### config.mk
export PLATFORM = sky130hd
export DESIGN_NAME = bus_bridge_ws_flat
export DESIGN_NICKNAME = d
export VERILOG_FILES = /design/src/rtl/bus_bridge_ws_if.sv /design/src/rtl/bus_bridge_ws.sv /design/src/flat_wrapper.sv
export SDC_FILE = /design/constraint.sdc
export NUM_CORES = 1
export LEC_CHECK = 0
export CAP_MARGIN = 20
export CORE_AREA = 2 2 110 112
export CTS_CLUSTER_DIAMETER = 150
export DETAILED_ROUTE_END_ITERATION = 10
export DIE_AREA = 0 0 112 114
export PLACE_DENSITY_LB_ADDON = 0.3
export SLEW_MARGIN = 20
export SYNTH_ARGS = -nofsm -noshare
export SYNTH_HDL_FRONTEND = slang
export SYNTH_SLANG_ARGS = --single-unit
### constraint.sdc
create_clock -name clk -period 4.5 [get_ports clk]
set_clock_uncertainty 0.05 [all_clocks]
set_input_delay 0.9 -clock clk [delete_from_list [all_inputs] [get_ports clk]]
set_output_delay 0.9 -clock clk [all_outputs]
set_load 0.005 [all_outputs]
### src/rtl/bus_bridge_ws_if.sv
// bus_bridge_ws_if: CPU-side and device-side signal bundle for the wait-state bridge.
interface bus_bridge_ws_if #(
  parameter int NDEV   = 4,
  parameter int DEV_AW = 4
) ();
  logic                   cpu_req;
  logic                   cpu_we;
  logic [29:0]            cpu_addr;
  logic [31:0]            cpu_wdata;
  logic [31:0]            cpu_rdata;
  logic                   cpu_ready;
  logic                   cpu_err;
  logic                   busy;
  logic [DEV_AW-1:0]      dev_addr;
  logic [31:0]            dev_wdata;
  logic [NDEV-1:0]        dev_we;
  logic [NDEV-1:0]        dev_re;
  logic [32*NDEV-1:0]     dev_rdata;
  logic [NDEV-1:0]        dev_ack;
  logic [7:0]             err_cnt;

  modport slave (
    input  cpu_req, cpu_we, cpu_addr, cpu_wdata, dev_rdata, dev_ack,
    output cpu_rdata, cpu_ready, cpu_err, busy, dev_addr, dev_wdata, dev_we, dev_re, err_cnt
  );

  modport master (
    output cpu_req, cpu_we, cpu_addr, cpu_wdata, dev_rdata, dev_ack,
    input  cpu_rdata, cpu_ready, cpu_err, busy, dev_addr, dev_wdata, dev_we, dev_re, err_cnt
  );
endinterface

### src/rtl/bus_bridge_ws.sv
// bus_bridge_ws: CPU-to-device bridge with address decode, write protection,
// per-device wait states with timeout, and a saturating error counter.
module bus_bridge_ws #(
  parameter int                 NDEV    = 4,
  parameter int                 DEV_AW  = 4,
  parameter int                 TIMEOUT = 15,
  parameter logic [32*NDEV-1:0] BASE    = {32'h00009000, 32'h00007F00, 32'h00008100, 32'h00008000},
  parameter logic [32*NDEV-1:0] MASK    = {32'hFFFFF000, 32'hFFFFFF00, 32'hFFFFFFF0, 32'hFFFFFFF0},
  parameter logic [NDEV-1:0]    WMASK   = 4'b1110
) (
  input logic             clk,
  input logic             rst_n,
  bus_bridge_ws_if.slave  bus
);
  localparam int CW = ($clog2(TIMEOUT + 1) < 4) ? 4 : $clog2(TIMEOUT + 1);

  typedef enum logic [1:0] {IDLE, ACCESS, RESP} state_t;

  state_t            state_q, state_d;
  logic [NDEV-1:0]   hit, sel_d, sel_q;
  logic              we_q, permit, ack, accept;
  logic [DEV_AW-1:0] addr_q;
  logic [31:0]       wdata_q, rdata_q, rdata_d, rsel;
  logic              err_q, err_d;
  logic [CW-1:0]     wcnt_q, wcnt_d;
  logic [7:0]        ecnt_q;

  for (genvar g = 0; g < NDEV; g++) begin : g_dec
    assign hit[g] = (({bus.cpu_addr, 2'b00} & MASK[32*g +: 32]) == BASE[32*g +: 32]);
  end

  // Isolate the lowest set hit bit so the lowest-index device wins overlaps.
  assign sel_d  = hit & (~hit + NDEV'(1));
  assign permit = |sel_d && !(bus.cpu_we && |(sel_d & ~WMASK));
  assign accept = (state_q == IDLE) && bus.cpu_req;
  assign ack    = |(bus.dev_ack & sel_q);

  always_comb begin
    rsel = '0;
    for (int i = 0; i < NDEV; i++) rsel = rsel | (sel_q[i] ? bus.dev_rdata[32*i +: 32] : 32'h0);
  end

  always_comb begin
    state_d = state_q;
    wcnt_d  = wcnt_q;
    rdata_d = rdata_q;
    err_d   = err_q;
    case (state_q)
      IDLE: if (bus.cpu_req) begin
        state_d = permit ? ACCESS : RESP;
        wcnt_d  = '0;
        err_d   = permit ? err_q : 1'b1;
        rdata_d = permit ? rdata_q : 32'h0;
      end
      ACCESS: if (ack) begin
        state_d = RESP;
        err_d   = 1'b0;
        rdata_d = we_q ? 32'h0 : rsel;
      end else if (wcnt_q == CW'(TIMEOUT - 1)) begin
        state_d = RESP;
        err_d   = 1'b1;
        rdata_d = 32'h0;
      end else begin
        wcnt_d = wcnt_q + CW'(1);
      end
      RESP:    state_d = IDLE;
      default: state_d = IDLE;
    endcase
  end

  always_ff @(posedge clk or negedge rst_n) begin
    if (!rst_n) begin
      state_q <= IDLE;
      wcnt_q  <= '0;
      rdata_q <= '0;
      err_q   <= 1'b0;
      sel_q   <= '0;
      we_q    <= 1'b0;
      addr_q  <= '0;
      wdata_q <= '0;
      ecnt_q  <= '0;
    end else begin
      state_q <= state_d;
      wcnt_q  <= wcnt_d;
      rdata_q <= rdata_d;
      err_q   <= err_d;
      if (accept) begin
        sel_q   <= sel_d;
        we_q    <= bus.cpu_we;
        addr_q  <= bus.cpu_addr[DEV_AW-1:0];
        wdata_q <= bus.cpu_wdata;
      end
      if (state_q == RESP && err_q && ecnt_q != 8'hFF) ecnt_q <= ecnt_q + 8'd1;
    end
  end

  assign bus.dev_we    = (state_q == ACCESS &&  we_q) ? sel_q : '0;
  assign bus.dev_re    = (state_q == ACCESS && !we_q) ? sel_q : '0;
  assign bus.dev_addr  = addr_q;
  assign bus.dev_wdata = wdata_q;
  assign bus.cpu_rdata = rdata_q;
  assign bus.cpu_err   = err_q;
  assign bus.cpu_ready = (state_q == RESP);
  assign bus.busy      = (state_q != IDLE);
  assign bus.err_cnt   = ecnt_q;
endmodule
### src/flat_wrapper.sv
// flat-port wrapper written by rule: the top's interface ports become plain ports
module bus_bridge_ws_flat 
#(
  parameter int                 NDEV    = 4,
  parameter int                 DEV_AW  = 4,
  parameter int                 TIMEOUT = 15,
  parameter logic [32*NDEV-1:0] BASE    = {32'h00009000, 32'h00007F00, 32'h00008100, 32'h00008000},
  parameter logic [32*NDEV-1:0] MASK    = {32'hFFFFF000, 32'hFFFFFF00, 32'hFFFFFFF0, 32'hFFFFFFF0},
  parameter logic [NDEV-1:0]    WMASK   = 4'b1110
)
  (clk, rst_n, bus_cpu_req, bus_cpu_we, bus_cpu_addr, bus_cpu_wdata, bus_dev_rdata, bus_dev_ack, bus_cpu_rdata, bus_cpu_ready, bus_cpu_err, bus_busy, bus_dev_addr, bus_dev_wdata, bus_dev_we, bus_dev_re, bus_err_cnt);
  bus_bridge_ws_if #(.NDEV(NDEV), .DEV_AW(DEV_AW)) bus_i ();
  input logic clk;
  input logic rst_n;
  input wire logic [$bits(bus_i.cpu_req)-1:0] bus_cpu_req;
  input wire logic [$bits(bus_i.cpu_we)-1:0] bus_cpu_we;
  input wire logic [$bits(bus_i.cpu_addr)-1:0] bus_cpu_addr;
  input wire logic [$bits(bus_i.cpu_wdata)-1:0] bus_cpu_wdata;
  input wire logic [$bits(bus_i.dev_rdata)-1:0] bus_dev_rdata;
  input wire logic [$bits(bus_i.dev_ack)-1:0] bus_dev_ack;
  output wire logic [$bits(bus_i.cpu_rdata)-1:0] bus_cpu_rdata;
  output wire logic [$bits(bus_i.cpu_ready)-1:0] bus_cpu_ready;
  output wire logic [$bits(bus_i.cpu_err)-1:0] bus_cpu_err;
  output wire logic [$bits(bus_i.busy)-1:0] bus_busy;
  output wire logic [$bits(bus_i.dev_addr)-1:0] bus_dev_addr;
  output wire logic [$bits(bus_i.dev_wdata)-1:0] bus_dev_wdata;
  output wire logic [$bits(bus_i.dev_we)-1:0] bus_dev_we;
  output wire logic [$bits(bus_i.dev_re)-1:0] bus_dev_re;
  output wire logic [$bits(bus_i.err_cnt)-1:0] bus_err_cnt;
  assign bus_i.cpu_req = bus_cpu_req;
  assign bus_i.cpu_we = bus_cpu_we;
  assign bus_i.cpu_addr = bus_cpu_addr;
  assign bus_i.cpu_wdata = bus_cpu_wdata;
  assign bus_i.dev_rdata = bus_dev_rdata;
  assign bus_i.dev_ack = bus_dev_ack;
  assign bus_cpu_rdata = bus_i.cpu_rdata;
  assign bus_cpu_ready = bus_i.cpu_ready;
  assign bus_cpu_err = bus_i.cpu_err;
  assign bus_busy = bus_i.busy;
  assign bus_dev_addr = bus_i.dev_addr;
  assign bus_dev_wdata = bus_i.dev_wdata;
  assign bus_dev_we = bus_i.dev_we;
  assign bus_dev_re = bus_i.dev_re;
  assign bus_err_cnt = bus_i.err_cnt;
  bus_bridge_ws #(.NDEV(NDEV), .DEV_AW(DEV_AW), .TIMEOUT(TIMEOUT), .BASE(BASE), .MASK(MASK), .WMASK(WMASK)) u_core (.clk(clk), .rst_n(rst_n), .bus(bus_i));
endmodule
Word-level counts from Yosys, hierarchy flattened --
Index checks and enable logic that the tools add are counted.
Word-level totals: register bits after elaboration 88, bits of input ports 198, output and inout port bits 87, logic and storage cells 74
Operators by class: add/subtract/negate cells 3, eq/ne operators 13, mux-type cells 26, bitwise gates (word level) 6, reductions and logical operators 17
Operators with widths (count):
- two-way mux 32 bit | 9
- bitwise OR 32 bit | 3
- one-hot mux 32 bit (2 select lines) | 1
- == test 28 x 12 -> 1 bit, second input constant | 2
- == test 24 x 7 -> 1 bit, second input constant | 1
- == test 20 x 4 -> 1 bit, second input constant | 1
- two-way mux 4 bit | 5
- adder 4 x 1 -> 4 bit, second input constant | 2
- adder 8 x 1 -> 8 bit, second input constant | 1
- AND 4 bit | 2
- two-way mux 2 bit | 4
- != test 2 bit, second input constant | 4
- != test 8 bit, second input constant | 1
- one-hot mux 4 bit (2 select lines) | 1
- AND reduction 4 bit | 2
- OR reduction 4 bit | 2
- logical AND 1 bit | 7
- == test 4 bit, second input constant | 1
- two-way mux 1 bit | 4
- NOT 4 bit | 1
- one-hot mux 2 bit (2 select lines) | 1
- nonzero test 2 bit | 2
- != test 3 x 1 -> 1 bit, second input constant | 1
- == test 2 x 1 -> 1 bit, second input constant | 1
- 5 further kinds | 6

Logic depth before layout (Yosys ltp) --
Gate-level depths: netlist (run 1).
depth in word-level cells 10, gate-level depth with buffers 8

Worst setup path after synthesis (run 1) --
OpenSTA, ideal clock, no wires.
kind in2reg, start point in bus_cpu_addr[4], end point reg u_core.err_q, in the netlist u_core.bus.cpu_err, library setup time 0.124 ns, data arrival time 2.174 ns, setup slack 2.153 ns, stages on the path 4, buffers on the path 0, cells stage by stage or4_4 > a311oi_2 > o221ai_2 > o31a_1
On the way: longest elaborated chain between the ends 9, elaborated cells between the ends (all ways) 11
RTL lines:
- from (decl) | line flat_wrapper.sv:17 | input wire logic [$bits(bus_i.cpu_addr)-1:0] bus_cpu_addr;
- == test 28 x 12 -> 1 bit | line bus_bridge_ws.sv:29 | assign hit[g] = (({bus.cpu_addr, 2'b00} & MASK[32*g +: 32]) == BASE[32*g +: 32]);
- NOT 4 bit | line bus_bridge_ws.sv:33 | assign sel_d = hit & (~hit + NDEV'(1));
- adder 4 x 1 -> 4 bit | line bus_bridge_ws.sv:33
- AND 4 bit * | line bus_bridge_ws.sv:33
- logical AND 1 bit | line bus_bridge_ws.sv:34 | assign permit = |sel_d && !(bus.cpu_we && |(sel_d & ~WMASK));
- logical NOT 1 bit | line bus_bridge_ws.sv:34
- logical AND 1 bit * | line bus_bridge_ws.sv:34
- != test 2 bit (no line) *
- AND reduction 4 bit (no line) *
- to (signal assigned) | line bus_bridge_ws.sv:86 | err_q <= err_d;
- to (decl) | line bus_bridge_ws.sv:24 | logic err_q, err_d;
Mark *: on every way between the ends. The rest lies on a longest branch, timed or not. A chain may end at the register's enable or synchronous reset.

Worst setup path after layout (run 1) --
start point reg u_core.state_q[1], end point out bus_dev_re[3]
On the way: longest elaborated chain between the ends 3
RTL lines:
- from (decl) | line bus_bridge_ws.sv:19 | state_t state_q, state_d;
- from (signal assigned) | line bus_bridge_ws.sv:83 | state_q <= state_d;
- == test 2 x 1 -> 1 bit | line bus_bridge_ws.sv:98 | assign bus.dev_re = (state_q == ACCESS && !we_q) ? sel_q : '0;
- logical AND 1 bit | line bus_bridge_ws.sv:98
- two-way mux 4 bit | line bus_bridge_ws.sv:98
- to (decl) | line flat_wrapper.sv:28 | output wire logic [$bits(bus_i.dev_re)-1:0] bus_dev_re;
No other way between the ends.

==> results by group, run 1 <==
Logic synthesis
  • Cell Area, Synth: ~4500 um2
  • Synth top area share: approximately half
  • Number of synthesized flops with an enable pin: 0
  • Post-Syn Nets: a little over 700
  • Fraction of registers with async set/reset: between 90% and 100%
  • Yosys cell types: 41
  • Ranking of synthesized cells by area: dfrtp_1 (49%), a22oi_1 (16%), nand2_1 (15%), o21ai_1 (3.4%), clkbuf_1 (2.6%)
  • Ys flop type: dfrtp_1
  • Avg Cell Area, Syn: between 8 and 9 um2
  • Register area share after synthesis: 48.61%
  • Synth area leader: dfrtp_1
  • Yosys warns: 0
  • Yosys reg bits: approximately 90
  • Synthesized instance count: 520

Clock network
  • CTS tree: yes
  • CTS root buf: clkbuf_16
  • Bufs on Longest Clock Path: 2
  • Cts hold-fix bufs: 0
  • Clock Pin Slew Worst Setup and Hold Paths: roughly 70 ps
  • Clk_lat worst skew: roughly 330 ps
  • TritonCTS Buffers: 9
  • Clock sink total: 88
  • Post-CTS Setup Inserts: 0
  • Resized Gates After CTS: 0
  • H-tree levels: 3

Worst setup path
  • Startpoint class of the critical path: flop
  • Critical path, cell by cell: nor3b_1 -> and2_1 -> clkdlybuf4s50_1
  • FF-to-FF Start: u_core.sel_q[2]
  • Reg2Reg Depth: 5
  • Critical path class: flop to output pin
  • Worst reg2reg endpoint: u_core.wcnt_q[3]
  • Top Family by Delay on Critical Path: simple AND/OR/NAND/NOR gates
  • Slowest cell on crit path: nor3b_1
  • WP data required: about 3600 ps
  • Critical Path AT: 2030 ps
  • CP max FO: 6
  • R2R Setup Slk: 1880 ps
  • CP Capture Type: output pin
  • Critical path's largest stage delay: approximately 550 ps
  • Sum of buffers and inverters on the critical path: 1

Global routing
  • Vias in the first global route: approximately 5100
  • Initial antenna violation count: 1
  • First-pass GRT wire length: 25810 um
  • Pin count of the biggest net entering global routing: slightly above 50
  • Grt total ovfl: 0
  • GRT Total Usage: 25.15%

Finish
  • Area Growth Syn to Fin: 71.80%
  • Fin nets: between 900 and 1000
  • Filler cells: 970
  • Most frequent cells in the layout: clkdlybuf4s50_1 (283), nand2_1 (179), a22oi_1 (99)
  • Final Core Density: 66.46%
  • Commonest non-fill, non-tap cell in the layout: clkdlybuf4s50_1
  • Layout cells sized above 1: slightly below 5%

Hold path
  • WHS Endpoint: u_core.bus.dev_wdata[31]
  • Hold path cells: 2
  • Worst min path class: flop to flop
  • Worst hold start: u_core.bus.dev_wdata[31]

Die
  • Starting Density: between 30 and 40%
  • Num ports: 285
  • Die height: between 100 and 150 um
  • Die Width: approximately 110 um
  • Die footprint: between 10000 and 15000 um2
  • Core box area: between 10000 and 15000 um2
  • Row count: 40

Outcome
  • Status: completed

Routing
  • Via count: 4994
  • Remaining DRCs: 0
  • Via/cell ratio: between 5 and 6
  • Wire per inst: 17.43 um
  • Drt pass-1 iters: 5
  • Initial drt markers: between 200 and 300
  • Final ANT Viol Nets: 0
  • Detailed-route wire length: 16370 um

Placement
  • Number of buffers added on ports: 284
  • Post-DP HPWL: 12320 um
  • Routability cong.: roughly 0.88

Timing
  • Final hold vios: 0
  • Tmin final: slightly below 3000 ps
  • Worst slew pin tran: 1009 ps
  • Fmax: about 340 MHz
  • Final TNS setup: 0 ps
  • Final Max Slew Viols: 0
  • Tcrit/Tclk final: about two thirds
  • Endpoints failing setup: 0
  • Max_slew headroom: between 30% and 40%
  • RSZ-0062 raised after global routing: no

Power and ir drop
  • PwrDens: 277.6 nW/um2
  • P_leak: between 0.003 and 0.004 uW
  • IR drop worst, VDD: 147.2 uV

Flow run
  • Max_cap viols: 0
kinds of logic after synthesis:
family / share of synthesized area, %
AO/OA/AOI/OAI: 23.09
XOR/XNOR: 1.353
adder cells (fa/ha/maj): 0.8286
buffers and inverters: 4.391
flip-flops: 48.61
multiplexers: 0.4971
AND/OR/NAND/NOR: 21.24
cells in the mapped netlist (2+ instances only):
cell and n:
a21oi_1 3, nor2_1 4, xor2_1 4, nor4_1 5, nor3_1 3, a22o_1 2, o21ai_0 5, clkbuf_1 31
a22oi_1 99, ha_1 3, and2_1 5, inv_1 7, buf_6 3, and3_1 5, dfrtp_1 88, nand4_1 3
nand3_1 8, buf_2 3, xnor2_1 3, o21ai_1 31, mux2_2 2, nand2_1 179, or3_1 4, nor2b_1 2
buf_1 2
how the worst max path moves through the flow:
stage	start	endpoint	slack [ps]	cells after the start
after floorplan	bus_cpu_addr[4]	u_core.bus.cpu_err	2150	4
after global placement	bus_cpu_addr[4]	u_core.bus.cpu_err	1250	5
after detailed placement	bus_cpu_addr[4]	u_core.bus.cpu_err	1220	5
after CTS	u_core.state_q[1]	bus_dev_re[3]	1480	3
after global routing	u_core.state_q[0]	bus_dev_re[3]	1370	3
final	u_core.state_q[1]	bus_dev_re[3]	1520	3
area by class of cell:
type | instances | area, um2 | area share (%)
Clock buffer | 10 | 239.0 | 3.070
Sequential cell | 88 | 2202 | 28.29
Tap cell | 147 | 183.9 | 2.363
Multi-Input combinational cell | 386 | 2147 | 27.58
Inverter | 7 | 26.28 | 0.3376
Clock inverter | 6 | 67.56 | 0.8680
Timing Repair Buffer | 294 | 2915 | 37.45
Antenna cell | 1 | 2.502 | 0.03215
where the power goes:
part	switching, uW	leakage (uW)	internal (uW)	total [uW]
clock network	311	0.000145	447	759
logic	168	0.00202	315	483
registers	59.0	0.00115	861	920
worst register-to-register path, cell delays in order (launching register included):
cell	delay (ps)
dfrtp_1	640
buf_4	340
a22oi_1	500
nand4_1	400
or3_1	460
a21oi_1	150
flip-flops by register name (all words and copies together) (netlist names):
signal	count
u_core.bus.cpu_err	1
u_core.bus.cpu_rdata	32
u_core.bus.dev_addr	4
u_core.bus.dev_wdata	32
u_core.bus.err_cnt	8
u_core.sel_q	4
u_core.state_q	2
u_core.wcnt_q	4
u_core.we_q	1
stage by stage:
stage	cells	total power, uW	instance area (um2)	setup slack, ps	hold slack (ps)
after floorplan	520	1044	4531	2153	419.7
after global placement	922	1400	7475	1253	407.5
after detailed placement	922	1417	7475	1219	412.1
after CTS	938	2184	7781	1477	427.6
after global routing	938	2258	7781	1375	447.1
final	939	2161	7784	1519	425.8
metal layers:
metal	vias up	wire length, um	track usage (%)
met1	2361	6425	29.52
met5	-	0	0
met2	239	8099	44.12
met3	26	1496	7.917
li1	2368	-	-
met4	0	346	8.130
(Power assumes the default switching activity.)
==> run 2: changes to the inputs <==
--- a/config.mk
+++ b/config.mk
@@ -6,10 +6,9 @@
 export NUM_CORES = 1
 export LEC_CHECK = 0
 export CAP_MARGIN = 20
-export CORE_AREA = 2 2 110 112
+export CORE_UTILIZATION = 34
 export CTS_CLUSTER_DIAMETER = 150
 export DETAILED_ROUTE_END_ITERATION = 10
-export DIE_AREA = 0 0 112 114
 export PLACE_DENSITY_LB_ADDON = 0.3
 export SLEW_MARGIN = 20
 export SYNTH_ARGS = -nofsm -noshare
==> constraint.sdc (replaced) <==
create_clock -name clk -period 2.7 [get_ports clk]
set_clock_uncertainty 0.05 [all_clocks]
set_input_delay 0.54 -clock clk [delete_from_list [all_inputs] [get_ports clk]]
set_output_delay 0.54 -clock clk [all_outputs]
set_load 0.005 [all_outputs]
==> results by group, run 2 (same netlist as run 1, synthesis figures left out) <==
Timing
  • Max_slew headroom: a little under half
  • Final Max Slew Viols: 0
  • Worst slew pin tran: 804.9 ps
  • Endpoints failing setup: 0
  • Final hold vios: 0
  • RSZ-0062 raised after global routing: no
  • Tmin final: roughly 2500 ps
  • Fmax: 393.3 MHz
  • Tcrit/Tclk final: a little over nine tenths
  • Final TNS setup: 0 ps

Power and ir drop
  • Pwr Total: approximately 3600 uW
  • P_leak: between 0.003 and 0.004 uW
  • PwrDens: around 460 nW/um2
  • IR drop worst, VDD: roughly 350 uV

Placement
  • Post-DP HPWL: between 10000 and 15000 um
  • Placed instance count: about 950
  • Routability cong.: between 0.9 and 1
  • Number of buffers added on ports: 284

Finish
  • Filler cells: 1063
  • Fin nets: between 900 and 1000
  • Area Growth Syn to Fin: 73.87%
  • ANT cells: 0
  • Layout cells sized above 1: under 10%
  • Non-filler cells, final: slightly below 1000
  • Commonest non-fill, non-tap cell in the layout: clkdlybuf4s50_1
  • Most frequent cells in the layout: clkdlybuf4s50_1 (283), nand2_1 (179), a22oi_1 (99)

Routing
  • Detailed-route wire length: around 17000 um
  • Final ANT Viol Nets: 0
  • Initial drt markers: around 280
  • Remaining DRCs: 0
  • Drt pass-1 iters: 5
  • Wire per inst: roughly 17 um
  • Via/cell ratio: 5.151
  • Via count: 4996

Worst setup path
  • Startpoint class of the critical path: flop
  • CP max FO: 7
  • Worst reg2reg endpoint: u_core.bus.cpu_rdata[7]
  • Reg2Reg Depth: 5
  • Critical Path AT: about 2000 ps
  • WP data required: approximately 2100 ps
  • CP Capture Type: output pin
  • Critical path depth: 3
  • Critical path's largest stage delay: between 500 and 600 ps
  • Critical path, cell by cell: nor2b_1 -> and3_1 -> clkdlybuf4s50_1
  • CP Capture Point: bus_dev_we[2]
  • R2R Setup Slk: roughly 230 ps
  • Top Family by Delay on Critical Path: simple AND/OR/NAND/NOR gates
  • Critical path class: flop to output pin
  • FF-to-FF Start: u_core.sel_q[1]
  • Sum of buffers and inverters on the critical path: 1
  • Crit path launch: u_core.state_q[0]
  • Slowest cell on crit path: clkdlybuf4s50_1

Clock network
  • Clk_lat worst skew: roughly 330 ps
  • Post-CTS Setup Inserts: 0
  • CTS tree: yes
  • CTS root buf: clkbuf_16
  • Clock Pin Slew Worst Setup and Hold Paths: ~60 ps
  • Bufs on Longest Clock Path: 2
  • Clock sink total: 88
  • H-tree levels: 3
  • TritonCTS Buffers: 9

Outcome
  • Status: completed

Die
  • Row count: slightly above 40
  • Die Width: around 120 um
  • Num ports: roughly 290
  • Core box area: between 10000 and 15000 um2
  • Starting Density: a little over a third
  • Die footprint: between 10000 and 15000 um2
  • Die height: between 100 and 150 um

Global routing
  • GRT Total Usage: ~25%
  • Vias in the first global route: 5271
  • First-pass GRT wire length: ~27000 um
  • Pin count of the biggest net entering global routing: 50
  • Grt total ovfl: 0
  • Initial antenna violation count: 0

Hold path
  • Worst min path class: input port to asynchronous set/reset pin

Flow run
  • Max_cap viols: 0
run 2: changes by cell type in the layout (fill, tap and decap cells not counted):
| cell | previous run | this run |
|---|---|---|
| nor3b_2 | 0 | 1 |
| inv_6 | 1 | 0 |
| diode_2 | 1 | 0 |
| clkinv_4 | 1 | 0 |
| clkbuf_1 | 0 | 3 |
| buf_4 | 11 | 17 |
| clkbuf_8 | 1 | 2 |
| nor3b_1 | 1 | 0 |
| clkinvlp_4 | 2 | 1 |
| clkinv_2 | 1 | 0 |
| buf_12 | 0 | 1 |
run 2: worst min path at each step:
stage                        startpoint                       end  cells after the start
3_5_place_dp    u_core.bus.dev_wdata[3]   u_core.bus.dev_wdata[3]                      2
3_3_place_gp   u_core.bus.dev_wdata[26]  u_core.bus.dev_wdata[26]                      2
5_1_grt                           rst_n  u_core.bus.dev_wdata[30]                      1
4_1_cts                           rst_n  u_core.bus.dev_wdata[30]                      1
2_1_floorplan                     rst_n        u_core.bus.cpu_err                      0
6_report                          rst_n  u_core.bus.dev_wdata[28]                      1
run 2: metrics by stage:
step | instance area, um2 | worst slack, ps | hold WS (ps) | util [%]
global placement | 7571 | 171.7 | 407.2 | 59.03
CTS | 7878 | 128.8 | 147.5 | 61.42
finish | 7878 | 157.6 | 140.1 | 61.42
global route | 7878 | 1.577 | 172.8 | 61.42
floorplan | 4531 | 712.6 | 194.4 | -
detailed placement | 7571 | 93.60 | 413.5 | 59.03
run 2: timing repair:
| item | in CTS | in global routing |
|---|---|---|
| gates resized for setup | 1 | 0 |
| hold buffers | 0 | 0 |
| hold endpoints to repair | 0 | 0 |
| endpoints found under the setup margin | 4 | 0 |
run 2: per-layer routing:
| layer | share of wire, % | vias up | GRT usage [%] |
|---|---|---|---|
| met4 | 3.4 | 0 | 11.28 |
| li1 | - | 2379 | - |
| met3 | 8.7 | 40 | 7.393 |
| met5 | 0 | - | 0 |
| met1 | 38 | 2339 | 27.19 |
| met2 | 50 | 238 | 43.23 |
run 2: final cells by class:
type                            instances  area, um2  share of cell area, %
Inverter                                7      26.28                 0.3335
Clock buffer                           14      264.0                  3.351
Multi-Input combinational cell        386       2152                  27.32
Clock inverter                          2      37.54                 0.4765
Sequential cell                        88       2202                  27.95
Tap cell                              172      215.2                  2.732
Timing Repair Buffer                  301       2980                  37.83
run 2: power by group:
part	switching [uW]	leakage, uW	internal [uW]
combinational	275	0.00206	526
sequential	102	0.00115	1430
clock	494	0.000143	769
total	872	0.00335	2730
run 2: worst reg2reg max path, cell delays in order (launching register included):
cell      delay, ps
dfrtp_1         790
a22oi_1         260
a21boi_2        700
buf_4           380
a22oi_1         110
o21ai_1         110
==> RTL edit 1 (flow settings as in run 2) <==
Re-encode `state_t` (3 states) as one-hot, 3 bits wide.
--- a/src/rtl/bus_bridge_ws.sv
+++ b/src/rtl/bus_bridge_ws.sv
@@ -15,5 +15,5 @@
   localparam int CW = ($clog2(TIMEOUT + 1) < 4) ? 4 : $clog2(TIMEOUT + 1);
 
-  typedef enum logic [1:0] {IDLE, ACCESS, RESP} state_t;
+  typedef enum logic [2:0] {IDLE = 3'b001, ACCESS = 3'b010, RESP = 3'b100} state_t;
 
   state_t            state_q, state_d;
Formal check against the unedited RTL: same outputs for any inputs over 10 cycles, from zero or initial values and one cycle with rst_n low; not proved beyond that.
==> RTL edit 1 against run 2 <==
Global-route usage down 0.67 points; routed wire length down 8.0%; critical endpoint is now u_core.bus.cpu_rdata[24]$_DFFE_PN0P_; largest power group unchanged; critical path depth up 4; sequential cell count up 1; largest cell class unchanged; combinational power up 12%; core utilization up 1.6 points; sequential power up 4%; sequential share of layout area up 1.4 points; total power up 6.9%; area after synthesis down 6.5%; worst setup slack better by 0.067 ns; via count down 11%; die area down 6.4%; critical path type is now input port to register; design area down 3.5%.
==> RTL edit 1: results (changes against run 2) <==
| Metric | Value |
|---|---|
| Met3 routed WL | `1.53 mm (was 1.46 mm)` |
| Worst slack at placement | `-0.119 ns (was 0.0936 ns)` |
| Dpl cells | `853 (was 954)` |
| GPL Wtd Cong | `0.910 (was 0.956)` |
| First-pass GRT wire length | `23.7 mm (was 26.8 mm)` |
| CTS buffer count | `9 (unchanged)` |
| LEAKAGE | `3.18 nW (was 3.35 nW)` |
| Worst setup SP type | `input port (was register)` |
| Worst-margin pin slew | `0.768 ns (was 0.805 ns)` |
| Outcome | `finished, final reports clean (unchanged)` |
| DR pass1 iterations | `4 (was 5)` |
| GRT Total Usage | `24.0% (was 24.6%)` |
| Synth top cells by count | `nand2_1, dfrtp_1, a22o_1 (was nand2_1, a22oi_1, dfrtp_1)` |
| Sequential share of the synthesized area | `52.6% (was 48.6%)` |
| Nets | `897 (was 994)` |
| Mux cell area share after synthesis | `0.266% (was 0.497%)` |
| Largest net degree at the start of global routing | `60 (was 50)` |
| Post-synthesis adder-cell area fraction | `0.887% (was 0.829%)` |
| Vias | `4440 (was 4996)` |
| M1 WL | `5.70 mm (was 6.42 mm)` |
| Switching pwr | `0.000916 W (was 0.000872 W)` |
| DRT iter0 DRCs | `244 (was 282)` |
| Mapped Cells | `419 (was 520)` |
| Worst-path fanout max | `34 (was 7)` |
| Met2 wire len | `7.72 mm (was 8.30 mm)` |
| Initial antenna violation count | `1 (was 0)` |
| Post-DP HPWL | `11.8 mm (was 12.8 mm)` |
| Wire length per cell | `17.7 um (was 17.3 um)` |
| Vias in the first global route | `4628 (was 5271)` |
| Placed Area | `7270 um^2 (was 7570 um^2)` |
| Post-Syn Area | `4230 um^2 (was 4530 um^2)` |
| Total length of routed wires | `15.4 mm (was 16.8 mm)` |
| WP data arrival | `2.63 ns (was 1.95 ns)` |
| Post-synthesis xor/xnor area fraction | `1.86% (was 1.35%)` |
| Mapped Nets | `620 (was 721)` |
| Post-cts sizing count | `0 (was 1)` |
| VDD IR max | `332 uV (was 352 uV)` |
| Top post-synthesis cells by area | `dfrtp_1, nand2_1, a22o_1 (was dfrtp_1, a22oi_1, nand2_1)` |
| Share of cells above drive strength 1 | `5.14% (was 5.39%)` |
-- RTL edit 1: cell types whose count changed after synthesis, moves of 4 or more --
cell	before	now
o2bb2ai_1	0	32
a22o_1	2	34
o21ai_1	31	0
clkbuf_1	31	27
nor2_1	4	10
a22oi_1	99	2
a221oi_1	0	32
nand4_1	3	7
nand2_1	179	121
-- RTL edit 1: final timing paths --
kind / slack [ns] / end / cells past startpoint
worst max-delay path: 0.22 / u_core.bus.cpu_rdata[24]$_DFFE_PN0P_ / 7
worst min register to register: 0.42 / u_core.bus.dev_wdata[19]$_DFFE_PN0P_ / 2
worst min-delay path: 0.23 / u_core.bus.dev_wdata[25]$_DFFE_PN0P_ / 1
worst max register to register: 0.68 / u_core.bus.cpu_rdata[24]$_DFFE_PN0P_ / 6
max in group asynchronous: 1.72 / u_core.bus.cpu_rdata[24]$_DFFE_PN0P_ / 2
min in group clk: 0.42 / u_core.bus.dev_wdata[19]$_DFFE_PN0P_ / 2
-- RTL edit 1: final cells by class --
cell class | count | area [um^2]
multi-input combinational | 293 | 1840
sequential | 89 | 2230
clock inverter | 4 | 75.1
tap | 168 | 210
fill | 982 | 4460
antenna | 1 | 2.50
clock buffer | 12 | 256
timing repair buffer | 299 | 2980
inverter | 4 | 15.0
-- RTL edit 1: per-layer routing --
layer | global-route usage, % | up-vias
li1 | - | 2096
met1 | 26.4 | 2089
met2 | 42.0 | 225
met3 | 7.70 | 30
met4 | 11.1 | 0
met5 | 0 | -
-- RTL edit 1: power by group through the flow --
stage | clock network, W | logic [W] | registers (W)
finish | 0.00136 | 0.000895 | 0.00160
global route | 0.00145 | 0.000978 | 0.00162
CTS | 0.00139 | 0.000906 | 0.00160
detailed placement | 0 | 0.000899 | 0.00162
global placement | 0 | 0.000886 | 0.00161
floorplan | 0 | 0.000207 | 0.00162
==> RTL edit 2 (flow settings as in run 2) <==
Without the edit above. `DEV_AW` is set to 4 in 3 places; all go to 6.
--- a/src/rtl/bus_bridge_ws_if.sv
+++ b/src/rtl/bus_bridge_ws_if.sv
@@ -2,5 +2,5 @@
 interface bus_bridge_ws_if #(
   parameter int NDEV   = 4,
-  parameter int DEV_AW = 4
+  parameter int DEV_AW = 6
 ) ();
   logic                   cpu_req;
--- a/src/rtl/bus_bridge_ws.sv
+++ b/src/rtl/bus_bridge_ws.sv
@@ -3,5 +3,5 @@
 module bus_bridge_ws #(
   parameter int                 NDEV    = 4,
-  parameter int                 DEV_AW  = 4,
+  parameter int                 DEV_AW  = 6,
   parameter int                 TIMEOUT = 15,
   parameter logic [32*NDEV-1:0] BASE    = {32'h00009000, 32'h00007F00, 32'h00008100, 32'h00008000},
--- a/src/flat_wrapper.sv
+++ b/src/flat_wrapper.sv
@@ -3,5 +3,5 @@
 #(
   parameter int                 NDEV    = 4,
-  parameter int                 DEV_AW  = 4,
+  parameter int                 DEV_AW  = 6,
   parameter int                 TIMEOUT = 15,
   parameter logic [32*NDEV-1:0] BASE    = {32'h00009000, 32'h00007F00, 32'h00008100, 32'h00008000},
Ports: changed (resized bus_dev_addr); port bits go from 285 to 287. The function was not compared with the original's and may differ.
==> RTL edit 2 against run 2 <==
Design area up 3.4%; routed wire length increased by 1.5%; synthesized cell count is 2.1% higher; fmax rose by 0.14%; worst setup slack gained 0.0035 ns; total power grew 5.5%; sequential cell count up 2; area after synthesis grew 3.9%.
==> RTL edit 2: results (changes against run 2) <==
| Metric | Value |
|---|---|
| Clock network power share | `37.4% (was 35.1%)` |
| Post-DP HPWL | `12.8 mm (about the same)` |
| Met3 routed WL | `1.62 mm (was 1.46 mm)` |
| Largest net degree at the start of global routing | `47 (was 50)` |
| GRT Total Usage | `23.6% (was 24.6%)` |
| Switching pwr | `0.000889 W (was 0.000872 W)` |
| M1 WL | `6.77 mm (was 6.42 mm)` |
| Mux cell area share after synthesis | `0.239% (was 0.497%)` |
| Sequential share of the synthesized area | `47.8% (was 48.6%)` |
| VDD IR max | `397 uV (was 352 uV)` |
| Internal power | `0.00291 W (was 0.00273 W)` |
| Layout area overhead | `72.9% (was 73.9%)` |
| GRT met3 Usage | `7.27% (was 7.39%)` |
| Nets | `1005 (was 994)` |
| Synth top cells by count | `nand2_1, a22oi_1, dfrtp_1 (unchanged)` |
| DR pass1 iterations | `6 (was 5)` |
| Vias in the first global route | `5143 (was 5271)` |
| Met1 GRT Util | `27.7% (was 27.2%)` |
| Placed Area | `7810 um^2 (was 7570 um^2)` |
| Footprint of the multi-input gates | `2280 um^2 (was 2150 um^2)` |
| Comb pwr share | `21.4% (was 22.3%)` |
| Outcome | `finished, final reports clean (unchanged)` |
| Nonclk inv count | `5 (was 7)` |
| Filler cells | `1135 (was 1063)` |
| Buffering overhead | `37.3% (was 37.8%)` |
| Post-synthesis adder-cell area fraction | `0.797% (was 0.829%)` |
| Post-synthesis compound-gate area fraction | `24.4% (was 23.1%)` |
| Syn Area/Cell | `8.87 um^2 (was 8.71 um^2)` |
| Share of cells above drive strength 1 | `8.41% (was 5.39%)` |
| Top post-synthesis cells by area | `dfrtp_1, a22oi_1, nand2_1 (unchanged)` |
| Met2 wire len | `8.22 mm (was 8.30 mm)` |
| Post-synthesis xor/xnor area fraction | `1.30% (was 1.35%)` |
| Flops & latches, synth | `90 (was 88)` |
| Mapped Nets | `732 (was 721)` |
| Total length of routed wires | `17.0 mm (was 16.8 mm)` |
| Port bufs | `286 (was 284)` |
| Final Non-Filler Cells | `985 (was 970)` |
| DRT iter0 DRCs | `385 (was 282)` |
| GPL Wtd Cong | `0.861 (was 0.956)` |
| Comb_multi_in | `397 (was 386)` |
[RTL edit 2: path summary, 6_finish.rpt]
check	startpoint	endpoint	slack [ns]	cells past startpoint
worst min-delay path	rst_n	u_core.bus.dev_wdata[11]$_DFFE_PN0P_	0.15	1
max in group asynchronous	rst_n	u_core.bus.cpu_rdata[17]$_DFFE_PN0P_	1.78	2
worst max register to register	u_core.sel_q[1]$_DFFE_PN0P_	u_core.wcnt_q[3]$_DFFE_PN0P_	0.32	4
worst min register to register	u_core.bus.dev_addr[4]$_DFFE_PN0P_	u_core.bus.dev_addr[4]$_DFFE_PN0P_	0.42	2
worst max-delay path	u_core.state_q[0]$_DFFE_PN0P_	bus_dev_we[1]	0.16	3
min in group clk	u_core.bus.dev_addr[4]$_DFFE_PN0P_	u_core.bus.dev_addr[4]$_DFFE_PN0P_	0.42	2
